<file path="config.mk">
export PLATFORM = sky130hd
export DESIGN_NAME = imem_fetch_sequencer
export DESIGN_NICKNAME = d
export VERILOG_FILES = /design/src/rtl/imem_fetch_sequencer.sv
export SDC_FILE = /design/constraint.sdc
export NUM_CORES = 1
export LEC_CHECK = 0
export ABC_AREA = 1
export CORE_AREA = 4 4 90 92
export CTS_CLUSTER_DIAMETER = 200
export DETAILED_ROUTE_END_ITERATION = 8
export DIE_AREA = 0 0 94 96
export PLACE_DENSITY = 0.82
export SLEW_MARGIN = 25
export SYNTH_ARGS = -nofsm -noshare
export SYNTH_HDL_FRONTEND = slang
export SYNTH_SLANG_ARGS = --single-unit
export TNS_END_PERCENT = 1
</file>
<file path="constraint.sdc">
create_clock -name clock -period 3.03 [get_ports clock]
set_input_delay 0.7575 -clock clock [delete_from_list [all_inputs] [get_ports clock]]
set_output_delay 0.7575 -clock clock [all_outputs]
set_load 0.005 [all_outputs]
</file>
<file path="src/rtl/imem_fetch_sequencer.sv">
// ---------------------------------------------------------------------------
// imem_fetch_sequencer
//
// Owns the program counter and issues one fetch per cycle to a
// synchronous-read instruction memory with one cycle of latency. Fetched
// words go to decode through a valid/ready output register. The block also
// handles backpressure (replay), redirect (flush) and halt.
//
// Ports
//   clock            single clock, all state updates on the rising edge
//   reset_n          asynchronous active-low reset
//   mem_address      instruction memory address (the pc register)
//   mem_q            memory data, holds M[address sampled at previous edge]
//   instr            fetched instruction (output register)
//   instr_pc         address of instr
//   instr_valid      instr / instr_pc valid
//   instr_ready      decode accepts when instr_valid && instr_ready
//   redirect         single-cycle request to restart fetch at redirect_target
//   redirect_target  new pc for a redirect
//   halt             level; while high no new fetches issue
//   halted           sequencer is in the HALTED state
//   accept_count     saturating count of completed handshakes
// ---------------------------------------------------------------------------
module imem_fetch_sequencer #(
    parameter int                ADDR_W   = 8,
    parameter int                DATA_W   = 32,
    parameter logic [ADDR_W-1:0] RESET_PC = '0,
    parameter int                CNT_W    = 16
) (
    input  logic              clock,
    input  logic              reset_n,
    output logic [ADDR_W-1:0] mem_address,
    input  logic [DATA_W-1:0] mem_q,
    output logic [DATA_W-1:0] instr,
    output logic [ADDR_W-1:0] instr_pc,
    output logic              instr_valid,
    input  logic              instr_ready,
    input  logic              redirect,
    input  logic [ADDR_W-1:0] redirect_target,
    input  logic              halt,
    output logic              halted,
    output logic [CNT_W-1:0]  accept_count
);

    typedef enum logic {
        FETCH  = 1'b0,
        HALTED = 1'b1
    } state_t;

    localparam logic [ADDR_W-1:0] ADDR_ONE = {{(ADDR_W-1){1'b0}}, 1'b1};
    localparam logic [CNT_W-1:0]  CNT_ONE  = {{(CNT_W-1){1'b0}}, 1'b1};

    state_t              state_reg;
    logic [ADDR_W-1:0]   pc_reg;
    logic                rsp_valid_reg;   // mem_q carries a live response
    logic [ADDR_W-1:0]   rsp_pc_reg;      // address of the word on mem_q
    logic [DATA_W-1:0]   instr_reg;
    logic [ADDR_W-1:0]   instr_pc_reg;
    logic                instr_valid_reg;
    logic [CNT_W-1:0]    accept_count_reg;

    logic blocked;
    logic handshake;
    logic issue;
    logic load;

    assign blocked   = instr_valid_reg && !instr_ready;
    assign handshake = instr_valid_reg && instr_ready;
    assign issue     = (state_reg == FETCH) && !blocked && !redirect && !halt;
    assign load      = rsp_valid_reg && !blocked && !redirect;

    always_ff @(posedge clock or negedge reset_n) begin
        if (!reset_n) begin
            state_reg        <= FETCH;
            pc_reg           <= RESET_PC;
            rsp_valid_reg    <= 1'b0;
            rsp_pc_reg       <= '0;
            instr_reg        <= '0;
            instr_pc_reg     <= '0;
            instr_valid_reg  <= 1'b0;
            accept_count_reg <= '0;
        end else begin
            // A handshake counts even when a redirect flushes the output on
            // the same edge.
            if (handshake && (accept_count_reg != {CNT_W{1'b1}})) begin
                accept_count_reg <= accept_count_reg + CNT_ONE;
            end

            if (redirect) begin
                pc_reg          <= redirect_target;
                rsp_valid_reg   <= 1'b0;
                instr_valid_reg <= 1'b0;
                state_reg       <= halt ? HALTED : FETCH;
            end else begin
                rsp_valid_reg <= issue;
                if (issue) begin
                    rsp_pc_reg <= pc_reg;
                    pc_reg     <= pc_reg + ADDR_ONE;
                end

                // The output register is full, so the word arriving now has
                // nowhere to go: drop it and fetch it again once decode
                // frees the output. issue is low here, so no pc+1 conflict.
                if (rsp_valid_reg && blocked) begin
                    pc_reg <= rsp_pc_reg;
                end

                if (load) begin
                    instr_reg       <= mem_q;
                    instr_pc_reg    <= rsp_pc_reg;
                    instr_valid_reg <= 1'b1;
                end else if (handshake) begin
                    instr_valid_reg <= 1'b0;
                end

                case (state_reg)
                    FETCH:   if (halt)  state_reg <= HALTED;
                    HALTED:  if (!halt) state_reg <= FETCH;
                    default: state_reg <= FETCH;
                endcase
            end
        end
    end

    assign mem_address  = pc_reg;
    assign instr        = instr_reg;
    assign instr_pc     = instr_pc_reg;
    assign instr_valid  = instr_valid_reg;
    assign halted       = (state_reg == HALTED);
    assign accept_count = accept_count_reg;

endmodule

</file>
==> results of run 1 <==
==> layer usage <==
| metal | vias up | share of wire [%] |
|---|---|---|
| met1 | 1435 | 41 |
| met2 | 103 | 52 |
| met4 | 0 | 1.2 |
| li1 | 1475 | - |
| met3 | 14 | 5.8 |
| met5 | - | 0 |
==> layout make-up <==
cell class              count  area, µm²
inverters                  30      112.6
well taps                  99      123.9
multi-input cells         279       1549
clock inverters             6      65.06
flip-flops and latches     75       1877
repair buffers            111       1122
fillers                   562       2237
clock buffers              10      127.6
==> how the worst max path moves through the flow <==
| stage | start | to |
|---|---|---|
| 3_3_place_gp | redirect | mem_address[0] |
| 3_5_place_dp | redirect | mem_address[0] |
| 6_report | redirect | mem_address[0] |
| 2_1_floorplan | redirect | instr[2] |
| 4_1_cts | mem_address[4] | mem_address[4] |
| 5_1_grt | redirect | mem_address[6] |
==> layout by cell type (no fill, tap or decap), drive strengths merged, types with 2 or more instances in the layout <==
cell type,Yosys,routed
nand3,21,21
nand4,6,6
nand2,139,139
a21oi,4,4
dfrtp,75,75
o21bai,2,2
inv,30,31
clkdlybuf4s50,0,109
xor2,2,2
clkinv,0,3
o21ai,23,23
clkbuf,1,10
buf,9,2
xnor2,6,6
mux2,32,32
nor2,40,40
ha,2,2
==> power by group through the flow <==
stage	sequential [mW]	combinational (mW)	clock, mW
2_1_floorplan	1.36	0.292	0
3_3_place_gp	1.36	0.774	0
3_5_place_dp	1.37	0.803	0
4_1_cts	1.35	0.807	0.780
5_1_grt	1.38	0.866	0.825
6_report	1.35	0.790	0.763
==> worst reg2reg max path, delay by kind of cell, from the launching register on <==
family,cells,cell delay (ps)
adders and majority gates,1,330
DFF,1,460
and+or+nand+nor,7,800
==> through the flow <==
step	hold WS (ps)	utilization (%)	setup slack (ps)	area, µm²	power, mW
after floorplan	461.9	-	1373	3615	1.648
after global routing	454.4	68.99	707.6	4977	3.074
after CTS	496.5	68.94	846.8	4974	2.941
after detailed placement	477.5	66.27	478.8	4781	2.173
after global placement	472.1	66.27	609.9	4781	2.133
final	407.1	68.99	838.6	4977	2.908
==> cells by family after synthesis <==
logic type / Yosys count
and+or+nand+nor: 207
DFF: 75
buffers and inverters: 40
muxes: 32
AOI/OAI and AO/OA: 30
xor gates and xnor gates: 8
adders and majority gates: 2
==> flow_summary.json, run 1 <==
{
  "pwr-share-seq_pct": 46.6,
  "synthSimpleGateAreaFrac_pct": 25.48,
  "place_hpwl_um": 6373,
  "synth_fa_ha_area_share_pct": 0.6923,
  "yosysTopAreaCellShare_pct": 51.92,
  "viasPerCell": 4.962,
  "cts_hold_buf": 0,
  "synth.area.top_cells": "dfrtp_1 (52%), nand2_1 (14%), mux2_2 (8.7%), nor2_1 (3.2%), inv_1 (3.0%)",
  "yosysUniqueCellTypes": 30,
  "avgSynthCellArea_um2": 9.174,
  "fin_cells": 610,
  "rows": 31,
  "fmax_ghz": 0.4563,
  "pin_count": 111,
  "cts_root_buf": "clkbuf_8",
  "grt_usage_pct": 19.95,
  "dieHeight_um": 96,
  "status": "finished, final reports clean",
  "synth-compound-area-share_pct": 4.361,
  "wire_per_inst_um": 14.13,
  "async_flop_share_pct": 100.0,
  "first_pass_iters": 4,
  "synth_top_family_by_area": "simple AND/OR/NAND/NOR gates",
  "slew_violations": 0,
  "syn_nets": 441,
  "drv_cap": 0,
  "final-hold-violation-count": 0,
  "crit_path_cell_trace": "clkdlybuf4s50_1 -> inv_2 -> nand3_1 -> nor2_4 -> nor2_4 -> nor2_1 -> nand2_1 -> o21ai_0",
  "drc_errors": 0,
  "worstHoldPathType": "in2async",
  "switchingPower_uw": 830.1,
  "crit_family": "simple AND/OR/NAND/NOR gates",
  "r2r_cells": 8,
  "cts_made_buffers": 9,
  "synth.area.mux_share_pct": 10.38,
  "cts.path.max_buffers": 2,
  "reg2reg_to": "accept_count[0]",
  "reg2reg_from": "accept_count[0]",
  "gr-usage-met2_pct": 34.83,
  "gp_congestion": 0.8635,
  "cts-resized-gates": 0,
  "synth_enable_flop_cells": 0,
  "grt-ovfl-total": 0,
  "seq_area_frac_synth_pct": 51.92,
  "use_met1_pct": 24.39,
  "synth_cells": 394,
  "tns_ps": 0,
  "p_per_area_nw_per_um2": 584.2,
  "routed_wl_um": 8619,
  "synth_ff_type": "dfrtp_1",
  "synth-seq-cells": 75,
  "cp_slowest_cell": "clkdlybuf4s50_1",
  "drive_gt1_share_pct": 14.09,
  "die_w_um": 94,
  "setup_viol": 0,
  "core-area_um2": 7214,
  "synth.top_cells.by_count": "nand2_1 (131), dfrtp_1 (75), nor2_1 (31), inv_1 (29), mux2_2 (28)",
  "use_met3_pct": 3.831,
  "h-tree-depth": 3,
  "drtAntennaViolNets": 0,
  "cts.sinks": 75,
  "dpl.cell_count": 594,
  "grt_max_degree": 76,
  "rsz0062_at_grt": "no",
  "num_vias": 3027,
  "worst-slew-pin-transition_ps": 678.8,
  "grt_pass1_vias": 3066,
  "cpMostUsedCell": "nor2_4",
  "grt_pass1_wl_um": 14060,
  "critPathLaunchType": "input port",
  "slew_headroom_pct": 54.75,
  "synth_xor_area_share_pct": 1.938,
  "busiest_layer": "met2",
  "slowest_delay_ps": 500,
  "antenna_cells": 0,
  "p_leak_nw": 2.278,
  "crit_fanout": 18,
  "synth-warning-count": 0,
  "path_depth": 8,
  "peakVddDrop_v": 0.0003642,
  "period_needed_ps": 2191,
  "p_clk_share_pct": 26.3,
  "yosysTopAreaCell": "dfrtp_1",
  "netlist_area_um2": 3615,
  "port_buffers": 110,
  "syn2layout_area_growth_pct": 37.69,
  "tritoncts": "yes",
  "antenna_found_initial": 0,
  "start_util_pct": 50.10,
  "worst_ep_arrival_time_ps": 2450,
  "reg2reg_setup_slack_ps": 1320,
  "die-area_um2": 9024,
  "cp.required_ps": 3290,
  "largest_reg_flops": 32,
  "clk_pin_slew_worst_paths_ps": 80,
  "pwr-share-comb_pct": 27.2,
  "cp_num_buf_inv": 2,
  "critPathKind": "in2reg",
  "endpoint_kind": "flip-flop",
  "p_sw_share_pct": 28.55,
  "insertion_delay_ps": 340,
  "drtIter0Drc": 88,
  "skew_ps": 9.909,
  "fin_crit_sh_pct": 72.32,
  "yosys.cell_count.top_type": "nand2_1",
  "post_cts.repair.setup_buffers": 0,
  "final_nets": 553,
  "p_int_mw": 2.077
}
(Power assumes the default switching activity.)
==> run 2: changes to the inputs <==
--- a/config.mk
+++ b/config.mk
@@ -6,11 +6,11 @@
 export NUM_CORES = 1
 export LEC_CHECK = 0
 export ABC_AREA = 1
-export CORE_AREA = 4 4 90 92
+export CORE_AREA = 4 4 98 100
 export CTS_CLUSTER_DIAMETER = 200
 export DETAILED_ROUTE_END_ITERATION = 8
-export DIE_AREA = 0 0 94 96
-export PLACE_DENSITY = 0.82
+export DIE_AREA = 0 0 102 104
+export PLACE_DENSITY = 0.73
 export SLEW_MARGIN = 25
 export SYNTH_ARGS = -nofsm -noshare
 export SYNTH_HDL_FRONTEND = slang
==> constraint.sdc (replaced) <==
create_clock -name clock -period 1.9 [get_ports clock]
set_input_delay 0.475 -clock clock [delete_from_list [all_inputs] [get_ports clock]]
set_output_delay 0.475 -clock clock [all_outputs]
set_load 0.005 [all_outputs]
==> run 2 against run 1 <==
Compared with the run above:
- via count is 0.83% higher
- total power is 67% higher
- global-route usage shrank 3.1 points
- clock skew barely moved
- sequential share of layout area fell by 1.3 points
- critical path depth down 7
- worst setup slack worse by 750 ps
- sequential power increased by 59%
==> flow_summary.json, run 2 (synthesis gave the netlist of run 1 again) <==
{
  "status": "finished, final reports clean",
  "worst-slew-pin-transition_ps": 283.9,
  "p_total_mw": 4.849,
  "dpl.cell_count": 616,
  "critPathKind": "reg2out",
  "final-hold-violation-count": 0,
  "first_pass_iters": 4,
  "endpoint_kind": "output port",
  "place_area_um2": 4915,
  "grt-ovfl-total": 0,
  "slowest_delay_ps": 540,
  "die_w_um": 102,
  "grt_pass1_wl_um": 14500,
  "p_leak_nw": 2.366,
  "pwr-share-comb_pct": 26.5,
  "switchingPower_mw": 1.326,
  "skew_ps": 10.25,
  "final_common_cell": "nand2_1",
  "period_needed_ps": 1813,
  "cp_num_buf_inv": 1,
  "cts.path.max_buffers": 2,
  "tritoncts": "yes",
  "drc_errors": 0,
  "largest_reg_flops": 32,
  "dieHeight_um": 104,
  "crit_family": "buffers and inverters",
  "grt_max_degree": 39,
  "peakVddDrop_v": 0.0005291,
  "cts_made_buffers": 9,
  "mostFrequentLayoutCells": "nand2_1 (131), clkdlybuf4s50_1 (109), dfrtp_1 (71), nor2_1 (31), inv_1 (29)",
  "grt_usage_pct": 16.81,
  "p_int_mw": 3.523,
  "viasPerCell": 4.821,
  "drive_gt1_share_pct": 17.14,
  "core-area_um2": 8678,
  "rows": 34,
  "final_nets": 567,
  "final_util_pct": 59.50,
  "slew_violations": 0,
  "place_hpwl_um": 6563,
  "slew_headroom_pct": 80.88,
  "pwr-share-seq_pct": 44.3,
  "clk_pin_slew_worst_paths_ps": 80,
  "num_vias": 3052,
  "drtIter0Drc": 74,
  "critPathLaunchType": "flip-flop",
  "die-area_um2": 10610,
  "pin_count": 111,
  "routed_wl_um": 8579,
  "start_util_pct": 41.65,
  "insertion_delay_ps": 340,
  "drtAntennaViolNets": 0,
  "cp.required_ps": 1420,
  "rsz0062_at_grt": "no",
  "port_buffers": 110,
  "grt_pass1_vias": 3043,
  "drv_cap": 0,
  "final_cell_area_um2": 5164,
  "fmax_ghz": 0.5517,
  "cp_slowest_cell": "clkdlybuf4s50_1",
  "fin_crit_sh_pct": 95.41,
  "crit_fanout": 6,
  "worst_ep_arrival_time_ps": 1340,
  "gp_congestion": 0.8106,
  "setup_viol": 0,
  "cts_root_buf": "clkbuf_8",
  "fin_cells": 633,
  "antenna_found_initial": 0,
  "wire_per_inst_um": 13.55,
  "post_cts.repair.setup_buffers": 0,
  "syn2layout_area_growth_pct": 42.85,
  "worstHoldPathType": "reg2reg",
  "p_per_area_nw_per_um2": 939.0,
  "n_fill_cell": 800,
  "h-tree-depth": 3,
  "crit_path_cell_trace": "clkdlybuf4s50_1",
  "antenna_cells": 0,
  "cts.sinks": 75,
  "p_clk_share_pct": 29.2,
  "p_sw_share_pct": 27.34
}
[run 2: metal layers]
metal	part of all wire [%]	vias to the layer above	track usage, %	routed length [µm]
met3	5.8	13	3.488	494
met1	43	1457	21.79	3665
met4	1.5	0	5.061	131
met2	50	78	27.95	4287
met5	0	-	0	0
li1	-	1504	-	-
[run 2: path summary, 6_finish.rpt]
check	startpoint	endpoint	slack [ps]	cells past startpoint
max in group asynchronous	reset_n	accept_count[3]	780	3
min in group asynchronous	reset_n	instr[31]	540	2
hold / removal	instr_pc[1]	instr_pc[1]	500	2
setup / recovery	mem_address[1]	mem_address[1]	90	1
setup reg to reg	accept_count[0]	accept_count[9]	220	8
hold reg to reg	instr_pc[1]	instr_pc[1]	500	2
[run 2: what timing repair did]
action / 4_1_cts / 5_1_grt
setup endpoints to repair: 0 / 4
hold buffers: 1 / 0
hold endpoints to repair: 16 / 0
gates resized for setup: 0 / 4
[run 2: power by group through the flow]
stage	Sequential [mW]	Combinational [mW]	Clock (mW)
after floorplan	2.16	0.466	0
after global placement	2.17	1.27	0
after detailed placement	2.17	1.30	0
after CTS	2.14	1.31	1.46
after global routing	2.20	1.42	1.53
final	2.15	1.29	1.42
[run 2: area by class of cell]
type	count	area, µm²	share of cell area, %
sequential	75	1882	36.44
multi-input combinational	279	1549	30.00
timing repair buffer	125	1251	24.23
clock buffer	10	137.6	2.665
tap	108	135.1	2.617
inverter	30	112.6	2.181
clock inverter	6	96.34	1.866
[run 2: per-stage QoR]
| stage | setup slack [ps] | setup TNS, ps | hold WS (ps) |
|---|---|---|---|
| floorplan | 402.3 | 0 | 179.4 |
| global route | 11.56 | 0 | 522.6 |
| finish | 87.30 | 0 | 498.9 |
| CTS | 10.53 | 0 | 506.0 |
| detailed placement | -54.21 | -54.21 | 362.2 |
| global placement | -19.80 | -19.80 | 352.7 |
